==> src/rtl/pipe_stage_skid.sv <==
// pipe_stage_skid: parametrised pipeline-stage register with a local valid/ready
// handshake. It replaces the fixed per-stage registers and the global stall vector.
//   SKID_EN=1 : 2-entry skid buffer. up_ready comes straight from a flop.
//   SKID_EN=0 : single entry. up_ready = !dn_valid | dn_ready (legacy stall semantics).
// While dn_valid=0 the payload is forced to BUBBLE_VAL. flush kills every stored entry.
module pipe_stage_skid #(
  parameter int unsigned       DATA_W     = 32,
  parameter logic [DATA_W-1:0] BUBBLE_VAL = {DATA_W{1'b0}},
  parameter bit                SKID_EN    = 1'b1,
  parameter int unsigned       CNT_W      = 16
) (
  input  logic              clk,
  input  logic              rst,
  input  logic              flush,
  input  logic              up_valid,
  output logic              up_ready,
  input  logic [DATA_W-1:0] up_data,
  output logic              dn_valid,
  input  logic              dn_ready,
  output logic [DATA_W-1:0] dn_data,
  output logic [1:0]        occupancy,
  output logic [CNT_W-1:0]  bp_cycles
);

  // The state encoding doubles as the occupancy count.
  localparam logic [1:0] ST_EMPTY = 2'd0;
  localparam logic [1:0] ST_ONE   = 2'd1;
  localparam logic [1:0] ST_FULL  = 2'd2;

  localparam logic [CNT_W-1:0] BP_ONE = CNT_W'(1);

  logic [1:0]        r_state;
  logic [DATA_W-1:0] r_out;
  logic [DATA_W-1:0] r_skid;
  logic              r_out_vld;
  logic              r_up_rdy;
  logic [CNT_W-1:0]  r_bp;

  logic              w_up_fire;
  logic              w_dn_fire;
  logic [1:0]        w_state_nxt;
  logic [DATA_W-1:0] w_out_nxt;
  logic [DATA_W-1:0] w_skid_nxt;

  assign up_ready  = SKID_EN ? r_up_rdy : (!r_out_vld || dn_ready);
  assign dn_valid  = r_out_vld;
  assign dn_data   = r_out;
  assign occupancy = r_state;
  assign bp_cycles = r_bp;

  assign w_up_fire = up_valid && up_ready;
  assign w_dn_fire = r_out_vld && dn_ready;

  // Next-state and next-payload logic for the handshake update (flush and reset are applied in the register block).
  always_comb begin
    w_state_nxt = r_state;
    w_out_nxt   = r_out;
    w_skid_nxt  = r_skid;
    if (SKID_EN) begin
      case (r_state)
        ST_EMPTY: begin
          if (w_up_fire) begin
            w_state_nxt = ST_ONE;
            w_out_nxt   = up_data;
          end
        end
        ST_ONE: begin
          if (w_up_fire && w_dn_fire) begin
            w_out_nxt = up_data;
          end else if (w_dn_fire) begin
            w_state_nxt = ST_EMPTY;
            w_out_nxt   = BUBBLE_VAL;
          end else if (w_up_fire) begin
            w_state_nxt = ST_FULL;
            w_skid_nxt  = up_data;
          end
        end
        ST_FULL: begin
          if (w_dn_fire) begin
            w_state_nxt = ST_ONE;
            w_out_nxt   = r_skid;
            w_skid_nxt  = BUBBLE_VAL;
          end
        end
        default: begin
          w_state_nxt = ST_EMPTY;
          w_out_nxt   = BUBBLE_VAL;
          w_skid_nxt  = BUBBLE_VAL;
        end
      endcase
    end else begin
      if (w_up_fire) begin
        w_state_nxt = ST_ONE;
        w_out_nxt   = up_data;
      end else if (w_dn_fire) begin
        w_state_nxt = ST_EMPTY;
        w_out_nxt   = BUBBLE_VAL;
      end
    end
  end

  // Storage registers. Priority is rst > flush > handshake. dn_valid and up_ready are
  // kept as their own flops so that neither output passes through decode logic.
  always_ff @(posedge clk) begin
    if (rst || flush) begin
      r_state   <= ST_EMPTY;
      r_out     <= BUBBLE_VAL;
      r_skid    <= BUBBLE_VAL;
      r_out_vld <= 1'b0;
      r_up_rdy  <= 1'b1;
    end else begin
      r_state   <= w_state_nxt;
      r_out     <= w_out_nxt;
      r_skid    <= w_skid_nxt;
      r_out_vld <= (w_state_nxt != ST_EMPTY);
      r_up_rdy  <= (w_state_nxt != ST_FULL);
    end
  end

  // Saturating backpressure counter. A flush does not clear it.
  always_ff @(posedge clk) begin
    if (rst) begin
      r_bp <= '0;
    end else if (r_out_vld && !dn_ready && (r_bp != '1)) begin
      r_bp <= r_bp + BP_ONE;
    end
  end

endmodule
==> config.mk <==
export PLATFORM = sky130hd
export DESIGN_NAME = pipe_stage_skid
export DESIGN_NICKNAME = d
export VERILOG_FILES = /design/src/rtl/pipe_stage_skid.sv
export SDC_FILE = /design/constraint.sdc
export NUM_CORES = 1
export LEC_CHECK = 0
export CAP_MARGIN = 20
export CORE_MARGIN = 2
export CORE_UTILIZATION = 50
export CTS_CLUSTER_SIZE = 16
export DETAILED_ROUTE_END_ITERATION = 6
export GPL_TIMING_DRIVEN = 0
export PLACE_DENSITY = 0.8
export SYNTH_ARGS = -nofsm -noshare
export SYNTH_HDL_FRONTEND = slang
export SYNTH_SLANG_ARGS = --single-unit
==> constraint.sdc <==
create_clock -name clk -period 2.06 [get_ports clk]
set_clock_uncertainty 0.05 [all_clocks]
set_input_delay 0.206 -clock clk [delete_from_list [all_inputs] [get_ports clk]]
set_output_delay 0.206 -clock clk [all_outputs]
set_load 0.02 [all_outputs]
# Word level (Yosys, flattened, before mapping)
# Cells that the tools add are included.
[op_classes]
add_sub_neg = 1
n_eq_ne = 10
mux = 14
n_bitwise = 1
reduce_logical = 11
[ops]
columns = ["cell", "count"]
rows = [
  ["2-to-1 mux 32 bit", 6],
  ["case mux 32 bit (3 select lines)", 2],
  ["adder 16 x 1 -> 16 bit, second input constant", 1],
  ["!= test 16 bit, second input constant", 1],
  ["!= test 2 bit, second input constant", 6],
  ["2-to-1 mux 2 bit", 5],
  ["case mux 2 bit (3 select lines)", 1],
  ["logical AND 1 bit", 5],
  ["AND reduction 5 bit", 1],
  ["!= test 3 bit, second input constant", 1],
  ["AND reduction 3 bit", 1],
  ["equality test 2 x 1 -> 1 bit, second input constant", 1],
  ["equality test 2 bit, second input constant", 1],
  ["zero test 2 bit", 1],
  ["nonzero test 2 bit", 1],
  ["zero test 1 bit", 1],
  ["logical OR 1 bit", 1],
  ["NOT 1 bit", 1],
]
[word_totals]
reg_bits = 84
out_inout_bits = 52

# Longest topological paths before layout
[depth]
word_depth = 6
depth_mapped = 6
ltp_nobuf = 5

# Least setup slack after synthesis
# No wires, ideal clock.
[synth_path]
path_type = "register to register"
startpoint = "reg r_bp[0], in the netlist bp_cycles[0]"
endpoint = "reg r_bp[14], in the netlist bp_cycles[14]"
t_arrival_ns = 1.713
t_required_ns = 1.887
setup_slack_ns = 0.174
stages_incl_launch_ff = 6
path_buffers = 0
cell_sequence = "dfxtp_1 -> ha_1 -> nand4_4 -> nor3_4 -> nor4b_2 -> mux2_1"
[synth_between]
elab_chain_cells = 2
word_cells_on_any_way = 3
cone_classes = "add/sub: 1; eq/ne: 1; reduce/logical: 1"
[synth_rtl]
columns = ["element", "line", "text"]
rows = [
  ["start, declared", "37", "logic [CNT_W-1:0] r_bp;"],
  ["start signal, assigned", "125", "r_bp <= r_bp + BP_ONE;"],
  ["parallel branches: the longest is 2 deep, another holds adder 16 x 1 -> 16 bit", "n/a", ""],
]
# Several ways; the timed one is not identified.
# A chain may end at the register's enable or synchronous reset.

# Worst setup path after layout
# Ends and elaborated chain as after synthesis.

==> metrics.md <==
| Metric | Value |
|---|---|
| Post-synth top area share | 44.2% |
| Post-CTS Hold Fix Bufs | 0 |
| Nets | between 500 and 600 |
| Hold EP | r_skid[5] |
| Routed vias | 3583 |
| Distinct cell type count after synthesis | 43 |
| Worst slack, placed | -0.140 ns |
| Startpoint class of the critical path | flip-flop |
| Achievable clock frequency | around 0.53 GHz |
| Placed inst area | 0.00481 mm2 |
| Worst slew pin tran | 0.552 ns |
| Slowest stage delay, CP | 0.44 ns |
| CTS tree | built |
| Non-filler cells, final | 597 |
| Dominant cells by area after synthesis | dfxtp_1 44%, nand4b_1 7.8%, o2bb2ai_1 7.4% |
| Initial antenna violation count | 0 |
| Area leader, netlist | dfxtp_1 |
| Final hold vios | 0 |
| Sequential share of the synthesized area | 44.2% |
| Minimum clock period | 1.89 ns |
| DRC violation count after routing | 0 |
| Design Area, Final | 0.00506 mm2 |
| Crit. End Element | flip-flop |
| Met3 GRT Util | 4.56% |
| TritonCTS Buffers | 9 |
| Area grow syn2layout | 33.0% |
| Worst Hold Path Cells | 3 |
| Cell area after synthesis | roughly 0.0038 mm2 |
| # port buffers | 88 |
| Reg2Reg Launch Point | bp_cycles[0] |
| CP Class | reg2reg |
| Share of post-route cells with drive strength above 1 | 10.0% |
| Number of global-route vias before repair | 3326 |
| WL/cell | 16.9 um |
| Total congestion overflow | 0 |
| VDD IR max | 0.322 mV |
| Gr usage total | 23.7% |
| Syn Inst Count | 394 |
| Routed WL | 10.1 mm |
| Root Driver | clkbuf_8 |
| Synth Warn # | 0 |
| Boundary Pins | 89 |
| FF+latch count, synth | 84 |
| Max-capacitance violation count | 0 |
| R2R Setup Slk | approximately 0.17 ns |
| CP max FO | 6 |
| Final period util | approximately 92% |
| Post-Syn Area per Cell | 9.65 um2 |
| Final slew viol count | 0 |
| Clk Latency, worst-skew pair | 0.36 ns |
| Final ANT Viol Nets | 0 |
| Final setup viols | 0 |
| Hold_ws | 0.412 ns |
| Clock buffer depth | 2 |
| Main flop type after synthesis | dfxtp_1 |
| First-pass GRT wire length | around 16 mm |
| Gpl congestion | 0.840 |
| Antenna diodes | 0 |
| CTS resizes | 0 |
| Die width | between 90 and 100 um |
| CTS clk-pin slew, worst paths | 0.09 ns |
| Pwr Density | 688 mW/mm2 |
| Post-synth top cells | 84 x dfxtp_1, 44 x a21oi_1, 34 x nand4b_1 |
| Reg2reg path depth | 5 |
| Hold path start | up_data[5] |
| Worst R2R End | bp_cycles[14] |
| Most frequent cell after synthesis | dfxtp_1 |
| Drt first pass iters | 5 |
| Highest-delay cell along the critical path | dfxtp_1 |
| Status | finished clean |
| FILL cells | between 500 and 600 |
| GR Util met1 | about a third |
| Placed cells | about 580 |
| M2 GR Usage | 38.1% |
| Final HPWL DP | around 7.1 mm |
| Initial core utilization | 52.1% |
| PnR worst setup slack | about 0.17 ns |
| Leakage power | ~0.0017 uW |
| # rows | 31 |
| Pin count of the biggest net entering global routing | 15 |
| Syn_nets | approximately 430 |
| Max-Slew Margin vs Limit | 63.2% |
| Die area | 0.00832 mm2 |
| Area of the core | 0.00729 mm2 |
| Sink Count | 84 |
| H-tree depth | 3 |
| Post-synth EDFFs | 0 |
| Worst-path cell chain | ha_2 > nand4_4 > nor3_4 > nor4b_4 > mux2_1 |
| Number of DRC markers in iteration 0 | 266 |
| WP data required | 2.25 ns |
| RSZ-0062 raised after global routing | no |
| GRT busiest layer | met2 |
| Total setup buffers inserted after CTS | 0 |
| Asr flop ratio synth | 0% |
| Arrival @ worst endpoint | 2.08 ns |
| Die Height | ~91 um |
| Vias per cell | 6.00 |
| Worst hold path type | in2reg |
per-stage QoR:
step | TNS [ns] | total power, uW | utilization [%]
floorplan | 0 | 1900 | -
finish | 0 | 3480 | 69.4
detailed placement | -3.67 | 2100 | 65.9
global placement | -1.60 | 2090 | 65.9
CTS | 0 | 3480 | 69.2
global route | 0 | 3590 | 69.4
how the worst max path moves through the flow:
stage	startpoint	cells after the start	to	slack, ns
after floorplan	bp_cycles[0]	5	bp_cycles[14]	0.17
after CTS	bp_cycles[0]	5	bp_cycles[14]	0.08
after global routing	rst	6	dn_data[18]	0.03
after detailed placement	rst	6	dn_data[31]	-0.14
after global placement	rst	6	dn_data[27]	-0.1
final	bp_cycles[0]	5	bp_cycles[14]	0.17
report_power, final:
group	total, uW	switching [uW]	internal (uW)
logic	392	220	171
clock network	1420	608	808
registers	1670	21.3	1650
layout make-up:
| cell class | instances | area (um2) | area share [%] |
|---|---|---|---|
| multi-input combinational | 274 | 1960 | 38.7 |
| sequential | 84 | 1680 | 33.2 |
| timing repair buffer | 88 | 881 | 17.4 |
| clock inverter | 6 | 111 | 2.20 |
| buffer | 36 | 175 | 3.46 |
| tap | 99 | 124 | 2.45 |
| clock buffer | 10 | 128 | 2.52 |
state kept, by name, indices dropped and copies added (netlist names):
register / count
dn_data: 32
r_skid: 32
bp_cycles: 16
occupancy: 2
dn_valid: 1
up_ready: 1
per-layer routing:
layer	wire length (um)	vias up	share of wire, %
met1	4530	1717	45
met2	4780	147	47
met4	104	0	1.0
met5	0	-	0
li1	-	1709	-
met3	657	10	6.5
critical path, delay by kind of cell (launching register included):
| family | cells | cell delay [ns] |
|---|---|---|
| fa+ha+maj | 1 | 0.27 |
| flops | 1 | 0.44 |
| mux | 1 | 0.34 |
| simple gates | 3 | 0.68 |
cell families after synthesis:
kind of cell,after synthesis,share of synthesized area (%)
flops,84,44.2
fa+ha+maj,1,0.329
buf+inv,36,4.57
simple gates,111,21.3
compound gates,151,26.4
mux,11,3.22
cell usage in the layout, fill, tap and decap left out, drive strengths merged, types with 16 or more instances in the layout:
cell and count:
clkdlybuf4s50 88, dfxtp 84, a21oi 44, nand4b 34
o21ai 33, a22oi 32, o2bb2ai 32, clkbuf 30
nor2 19, buf 16
(Power assumes the default switching activity.)
